===== config.mk =====
export PLATFORM = sky130hd
export DESIGN_NAME = axi_slave_bus
export DESIGN_NICKNAME = d
export VERILOG_FILES = /design/src/rtl/axi_slave_bus.sv
export SDC_FILE = /design/constraint.sdc
export NUM_CORES = 1
export LEC_CHECK = 0
export BUFFER_PORTS_ARGS = -buffer_cell sky130_fd_sc_hd__buf_2
export CAP_MARGIN = 20
export CORE_MARGIN = 3
export CORE_UTILIZATION = 36
export DETAILED_ROUTE_END_ITERATION = 10
export PLACE_DENSITY = 0.6
export SLEW_MARGIN = 5
export SYNTH_ARGS = -nofsm -noshare
export SYNTH_HDL_FRONTEND = slang
export SYNTH_SLANG_ARGS = --single-unit

===== constraint.sdc =====
create_clock -name S_AXI_ACLK -period 1.9 [get_ports S_AXI_ACLK]
set_input_delay 0.285 -clock S_AXI_ACLK [delete_from_list [all_inputs] [get_ports S_AXI_ACLK]]
set_output_delay 0.285 -clock S_AXI_ACLK [all_outputs]
set_load 0.005 [all_outputs]

===== src/rtl/axi_slave_bus.sv =====
// AXI4-Lite slave exposing four 32-bit read/write control registers
// at byte offsets 0x0/0x4/0x8/0xC (word index = addr[3:2]).
//
// Ports:
//   S_AXI_ACLK, S_AXI_ARESETN       clock, async active-low reset
//   S_AXI_AW*/S_AXI_W*              write address / data (AW and W
//                                   must be presented together)
//   S_AXI_B*                        write response
//   S_AXI_AR*                       read address
//   S_AXI_R*                        read data / response
//
// Optional feature macro: AXI_SLVERR_EN
//   defined   -> out-of-range accesses answer SLVERR (2'b10)
//   undefined -> out-of-range accesses answer OKAY (2'b00)
// In both builds out-of-range writes are dropped and reads return 0.
module axi_slave_bus #(
    parameter int C_S_AXI_DATA_WIDTH = 32,
    parameter int C_S_AXI_ADDR_WIDTH = 8
) (
    input  logic                            S_AXI_ACLK,
    input  logic                            S_AXI_ARESETN,
    input  logic [C_S_AXI_ADDR_WIDTH-1:0]   S_AXI_AWADDR,
    input  logic [2:0]                      S_AXI_AWPROT,
    input  logic                            S_AXI_AWVALID,
    output logic                            S_AXI_AWREADY,
    input  logic [C_S_AXI_DATA_WIDTH-1:0]   S_AXI_WDATA,
    input  logic [C_S_AXI_DATA_WIDTH/8-1:0] S_AXI_WSTRB,
    input  logic                            S_AXI_WVALID,
    output logic                            S_AXI_WREADY,
    output logic [1:0]                      S_AXI_BRESP,
    output logic                            S_AXI_BVALID,
    input  logic                            S_AXI_BREADY,
    input  logic [C_S_AXI_ADDR_WIDTH-1:0]   S_AXI_ARADDR,
    input  logic [2:0]                      S_AXI_ARPROT,
    input  logic                            S_AXI_ARVALID,
    output logic                            S_AXI_ARREADY,
    output logic [C_S_AXI_DATA_WIDTH-1:0]   S_AXI_RDATA,
    output logic [1:0]                      S_AXI_RRESP,
    output logic                            S_AXI_RVALID,
    input  logic                            S_AXI_RREADY
);

    localparam int DW = C_S_AXI_DATA_WIDTH;
    localparam int AW = C_S_AXI_ADDR_WIDTH;
    localparam int NB = DW / 8;

    localparam logic [1:0] RESP_OKAY = 2'b00;
`ifdef AXI_SLVERR_EN
    localparam logic [1:0] RESP_OOR = 2'b10;
`else
    localparam logic [1:0] RESP_OOR = 2'b00;
`endif

    logic [DW-1:0] regs [4];

    // AWREADY and WREADY are one shared register: AW and W are
    // always accepted on the same edge.
    logic          wr_ready;
    logic          bvalid;
    logic [1:0]    bresp;

    logic          ar_ready;
    logic [1:0]    ar_idx;
    logic          ar_oor;
    logic          rvalid;
    logic [1:0]    rresp;
    logic [DW-1:0] rdata;

    logic [1:0]    w_idx;
    logic          w_oor;
    logic          wr_accept;
    logic          wr_fire;
    logic          ar_accept;

    assign w_idx     = S_AXI_AWADDR[3:2];
    assign w_oor     = |S_AXI_AWADDR[AW-1:4];
    assign wr_accept = S_AXI_AWVALID && S_AXI_WVALID
                       && !wr_ready && !bvalid;
    assign wr_fire   = wr_ready && S_AXI_AWVALID && S_AXI_WVALID;
    assign ar_accept = S_AXI_ARVALID && !ar_ready && !rvalid;

    // Register file: written only on the AW/W handshake edge.
    always_ff @(posedge S_AXI_ACLK or negedge S_AXI_ARESETN) begin
        if (!S_AXI_ARESETN) begin
            for (int i = 0; i < 4; i++) begin
                regs[i] <= '0;
            end
        end else if (wr_fire && !w_oor) begin
            for (int b = 0; b < NB; b++) begin
                if (S_AXI_WSTRB[b]) begin
                    regs[w_idx][8*b +: 8] <= S_AXI_WDATA[8*b +: 8];
                end
            end
        end
    end

    // Write address/data acceptance and response.
    always_ff @(posedge S_AXI_ACLK or negedge S_AXI_ARESETN) begin
        if (!S_AXI_ARESETN) begin
            wr_ready <= 1'b0;
            bvalid   <= 1'b0;
            bresp    <= RESP_OKAY;
        end else begin
            wr_ready <= wr_accept;
            if (wr_fire) begin
                bvalid <= 1'b1;
                bresp  <= w_oor ? RESP_OOR : RESP_OKAY;
            end else if (bvalid && S_AXI_BREADY) begin
                bvalid <= 1'b0;
            end
        end
    end

    // Read: address latched on the accept edge, data sampled from
    // the pre-edge register contents one edge later.
    always_ff @(posedge S_AXI_ACLK or negedge S_AXI_ARESETN) begin
        if (!S_AXI_ARESETN) begin
            ar_ready <= 1'b0;
            ar_idx   <= 2'b00;
            ar_oor   <= 1'b0;
            rvalid   <= 1'b0;
            rresp    <= RESP_OKAY;
            rdata    <= '0;
        end else begin
            ar_ready <= ar_accept;
            if (ar_accept) begin
                ar_idx <= S_AXI_ARADDR[3:2];
                ar_oor <= |S_AXI_ARADDR[AW-1:4];
            end
            if (ar_ready) begin
                rvalid <= 1'b1;
                rdata  <= ar_oor ? '0 : regs[ar_idx];
                rresp  <= ar_oor ? RESP_OOR : RESP_OKAY;
            end else if (rvalid && S_AXI_RREADY) begin
                rvalid <= 1'b0;
            end
        end
    end

    assign S_AXI_AWREADY = wr_ready;
    assign S_AXI_WREADY  = wr_ready;
    assign S_AXI_BVALID  = bvalid;
    assign S_AXI_BRESP   = bresp;
    assign S_AXI_ARREADY = ar_ready;
    assign S_AXI_RVALID  = rvalid;
    assign S_AXI_RRESP   = rresp;
    assign S_AXI_RDATA   = rdata;

    // Protection bits and byte offset within a word carry no meaning.
    logic unused_inputs;
    assign unused_inputs = ^{S_AXI_AWPROT, S_AXI_ARPROT,
                             S_AXI_AWADDR[1:0], S_AXI_ARADDR[1:0]};

endmodule


# [Word-level counts from Yosys, hierarchy flattened]
# Cells that the tools add are included.
[totals] regBits=167 mem_bits_ro=0 latch_bits=0 output_inout_bits=41 ram_bits=0 input_bits=65 mem_count=0
[op_classes] add_sub_neg=0 bitwise_logic=2 n_lt_le_gt_ge=3 n_eq_ne=0 div=0 n_mul=0 muxes=27 shift=0 n_reduce_logical=20
[op_table] cell="2-to-1 mux 128 bit" n=7
[op_table] cell="bitwise mux 128 bit" n=4
[op_table] cell="demux 32 bit (select 2 bit)" n=4
[op_table] cell="2-to-1 mux 32 bit" n=4
[op_table] cell="binary-select mux 32 bit (select 2 bit)" n=1
[op_table] cell="2-to-1 mux 24 bit" n=1
[op_table] cell="2-to-1 mux 16 bit" n=1
[op_table] cell="logical AND 1 bit" n=11
[op_table] cell="2-to-1 mux 8 bit" n=1
[op_table] cell="OR reduction 4 bit" n=2
[op_table] cell="greater-or-equal comparator 3 bit, second input constant" n=2
[op_table] cell="NOT 2 -> 3 bit" n=2
[op_table] cell="zero test 1 bit" n=5
[op_table] cell="2-to-1 mux 1 bit" n=4
[op_table] cell="nonzero test 2 bit" n=2
[op_table] cell="< comparator 3 x 1 -> 1 bit, second input constant" n=1

# [Logic depth before layout (Yosys ltp)]
[depth] ltp_word=16 ltp_mapped=5 depth_no_buf=3

# [Least setup slack after synthesis]
# OpenSTA, ideal clock, no wires.
[synth_timing] kind="reg2reg" start="register ar_idx[0]" end="register rdata[2], in the netlist S_AXI_RDATA[2]" setup_slack_ns=0.230 t_arrival_ns=1.537 path_stages_with_launch=6 required_ns=1.767 path_cell_list="dfrtp_1 -> clkbuf_1 -> buf_2 -> mux4_2 -> nand2_1 -> o21ai_0"
[synth_between] elab_chain_len=5
[synth_rtl] element="start, declared" line_no="63" source="logic [1:0] ar_idx;"
[synth_rtl] element="start signal, assigned" line_no="127" source="ar_idx <= S_AXI_ARADDR[3:2];"
[synth_rtl] element="NOT 2 -> 3 bit (not written as such)" line_no="132" source="rdata <= ar_oor ? '0 : regs[ar_idx];"
[synth_rtl] element="binary-select mux 32 bit (select 2 bit)" line_no="132"
[synth_rtl] element="2-to-1 mux 32 bit (not written as such) (2 in a row)" line_no="132"
[synth_rtl] element="2-to-1 mux 32 bit" line_no="132"
[synth_rtl] element="end signal, assigned" line_no="132"
[synth_rtl] element="end, declared" line_no="67" source="logic [DW-1:0] rdata;"
# Every way passes these cells. The select of a mux whose other input is x is not followed.
# A chain may end at the register's enable or synchronous reset.

# [Final worst setup path]
[layout_timing] start="register wr_ready, in the netlist S_AXI_AWREADY" end="register regs[68] (netlist bit)"
[layout_between] elab_chain_len=3
[layout_rtl] element="start, declared" line_no="58" source="logic wr_ready;"
[layout_rtl] element="start signal, assigned" line_no="104" source="wr_ready <= wr_accept;"
[layout_rtl] element="logical AND 1 bit (2 in a row)" line_no="79" source="assign wr_fire = wr_ready && S_AXI_AWVALID && S_AXI_WVALID;"
[layout_rtl] element="logical AND 1 bit" line_no="88" source="end else if (wr_fire && !w_oor) begin"
[layout_rtl] element="end signal, assigned by index" line_no="91" source="regs[w_idx][8*b +: 8] <= S_AXI_WDATA[8*b +: 8];"
[layout_rtl] element="end, declared" line_no="54" source="logic [DW-1:0] regs [4];"
# Every way passes these cells.

==> impl_results.md <==
* Hold Vio Cnt, Final at 0
* Max_cap viols at 0
* Register area share after synthesis at 57.2%
* CTS tree: built
* Skew final at 8.39 ps
* Largest fanout on the critical path at 17
* Post-Syn Area at 7300 sq um
* Starting density of the core at a little under two fifths
* Most common library cells after synthesis: dfrtp_1 (167), mux2_2 (130), inv_1 (34), nand2_1 (33)
* Sequential Power Share at between 40% and 50%
* Post-synth top area share at 57.2%
* Final Cycle Share at between 80% and 90%
* Clock Pin Slew Worst Setup and Hold Paths at 70 ps
* Leakage power at 4.43 nW
* Core area at 19700 sq um
* CTS Root Cell: clkbuf_16
* Most common cell in the netlist: dfrtp_1
* Mapped Avg Cell Area at 15.1 sq um
* Wirelength per Cell at 18.1 microns
* EDFF count, synth at 0
* I/O pins at around 110
* # DRC at 0
* Initial antenna violation count at 4
* Gpl congestion at 0.703
* Final setup fails at 0
* I/O Buffers at between 90 and 100
* Final Cell Area at ~9000 sq um
* Final Util at 44.6%
* Via count of the first global-routing pass at 4764
* Die ar. at ~22000 sq um
* CP top delay family: simple AND/OR/NAND/NOR gates
* Placed standard-cell area at approximately 8200 sq um
* FF+latch count, synth at 167
* Switch Pwr at between 0.002 and 0.0025 W
* Slew HR at 58.9%
* Combinational power share at between 10% and 20%
* TritonCTS Buffers at 17
* Cell area power density at 933 nW/um^2
* Clock period minus worst slack at 1680 ps
* Final Hold Slack at 87.3 ps
* Post-synth ARST share at 100%
* Post-DRT Antenna Nets at 0
* Critical path startpoint category: register
* Total gr overflow at 0
* DR vias at 4265
* Mapped Cells at 485
* Sinks on Clock Net at 167
* Worst Setup End Kind: register
* Clk pwr share at around 44%
* Detailed Route WL at 15.7 mm
* Post-DP HPWL at 10.3 mm
* Netlist cell types at 24
* Hold-fix buffers, CTS at 1
* Share of layout cells above drive strength 1 at 53.0%
* Tightest Pin Transition at 616 ps
* Skew-Pair Late Insertion Delay at 430 ps
* Clock Path Buffers at 2
* RSZ-0062 raised after global routing: no
* Cell Chain, Critical Path: and3_1 -> buf_12 -> nand4_2 -> mux2_2
* Initial drt markers at between 150 and 200
* Critical path buffers and inverters at 1
* H-tree depth at 4
* IR Drop Worst-Case VDD at 464 uV
* Switching share of power at 25.0%
* Cts repair resizes at 0
* Max incr delay on CP at 400 ps
* Synth area leader: dfrtp_1
* Pint at roughly 0.0062 W
* Synth top area cells: dfrtp_1 (57%), mux2_2 (20%), mux4_2 (9.9%), nand4_4 (2.9%), o21ai_0 (2.2%)
* Vias per cell at 4.92
* DRT Pass-1 Iters at 4
* Area grow syn2layout at 20.3%
* Die height at 148 microns
* Ys flop type: dfrtp_1
* DIE WIDTH at around 150 microns
* Setup TNS at 0 ps
* Status: complete, no violations
* CP max-delay cell: mux2_2
* Fillcell total at 1786
* Yosys warns at 0
* CP Data Arrival Time at ~2000 ps
* Crit path kind: reg -> reg
* Fmax at around 0.59 GHz
* GRT Resource Usage Total at 15.1%
* Layout net count at 652
* Post-CTS Setup Bufs at 0
* Rows at roughly 50
* First-pass GRT wire length at 25.5 mm
* Pin count of the biggest net entering global routing at 59
* HP Class: in -> reg
* Worst EP required at 2210 ps
* Slew Viols, Final at 0
==> routing by layer <==
layer	global-route usage [%]	up-vias	share of wire [%]
li1	-	1940	-
met1	18.3	2207	43
met2	25.9	85	51
met3	3.78	27	3.7
met4	5.96	6	2.2
met5	0	-	0.18
==> power by group through the flow <==
| stage | logic, W | clock network [W] | registers, W |
|---|---|---|---|
| final | 0.000917 | 0.00362 | 0.00366 |
| after global routing | 0.00100 | 0.00388 | 0.00367 |
| after floorplan | 0.000555 | 0 | 0.00371 |
| after CTS | 0.000955 | 0.00371 | 0.00366 |
| after global placement | 0.000931 | 0 | 0.00373 |
| after detailed placement | 0.000951 | 0 | 0.00373 |
==> stage by stage <==
stage	worst slack [ps]	std cells	power [W]
4_1_cts	169	865	0.00833
2_1_floorplan	230	488	0.00427
5_1_grt	122	866	0.00855
6_report	216	866	0.00820
3_3_place_gp	93.3	832	0.00466
3_5_place_dp	69.1	832	0.00468
==> tightest hold or removal path, delay by kind of cell <==
kind | cells | cell delay, ps
buffers and inverters | 1 | 110
AND/OR/NAND/NOR | 2 | 90
==> state kept, by name, indices dropped and copies added (netlist names) <==
| name | count |
|---|---|
| S_AXI_RDATA | 32 |
| ar_idx | 2 |
| S_AXI_RVALID | 1 |
| S_AXI_BVALID | 1 |
| regs | 128 |
| S_AXI_AWREADY | 1 |
| S_AXI_ARREADY | 1 |
| ar_oor | 1 |
==> final cells by class <==
| type | instances | area (sq um) | share of cell area, % |
|---|---|---|---|
| inverters | 34 | 128 | 1.45 |
| diodes | 1 | 2.50 | 0.0285 |
| multi-input cells | 261 | 2870 | 32.7 |
| well taps | 265 | 332 | 3.77 |
| flip-flops and latches | 167 | 4180 | 47.6 |
| repair buffers | 106 | 652 | 7.42 |
| clock inverters | 14 | 184 | 2.09 |
| clock buffers | 18 | 439 | 5.00 |
==> cell usage in the layout, fill, tap and decap left out, drive strengths merged, types with 2 or more instances in the layout <==
cell      instances
dfrtp           167
mux2            130
buf             105
inv              41
nand2            33
mux4             32
o21ai            32
clkbuf           18
nand4            16
conb              4
bufinv            3
nor2b             3
nor2              2
a21o              2
clkinvlp          2
clkinv            2
nor4              2
==> cell families after synthesis <==
group                  count (synthesis)  synth area share, %
buffers and inverters                 60                 3.65
AND/OR/NAND/NOR                       60                 6.71
AO/OA/AOI/OAI                         35                 2.47
other                                  1               0.0513
flip-flops                           167                 57.2
multiplexers                         162                 29.9
==> worst paths after layout <==
kind                                     from            end  slack, ps  cells past startpoint
worst min register to register   S_AXI_BVALID  S_AXI_AWREADY        470                      1
worst max-delay path            S_AXI_AWREADY       regs[68]        220                      4
min in group asynchronous       S_AXI_ARESETN      regs[100]        350                      2
worst max register to register  S_AXI_AWREADY       regs[68]        220                      4
worst min-delay path             S_AXI_WVALID  S_AXI_AWREADY         90                      3
max in group asynchronous       S_AXI_ARESETN      regs[116]        880                      3
Power figures use the tool's default switching activity.
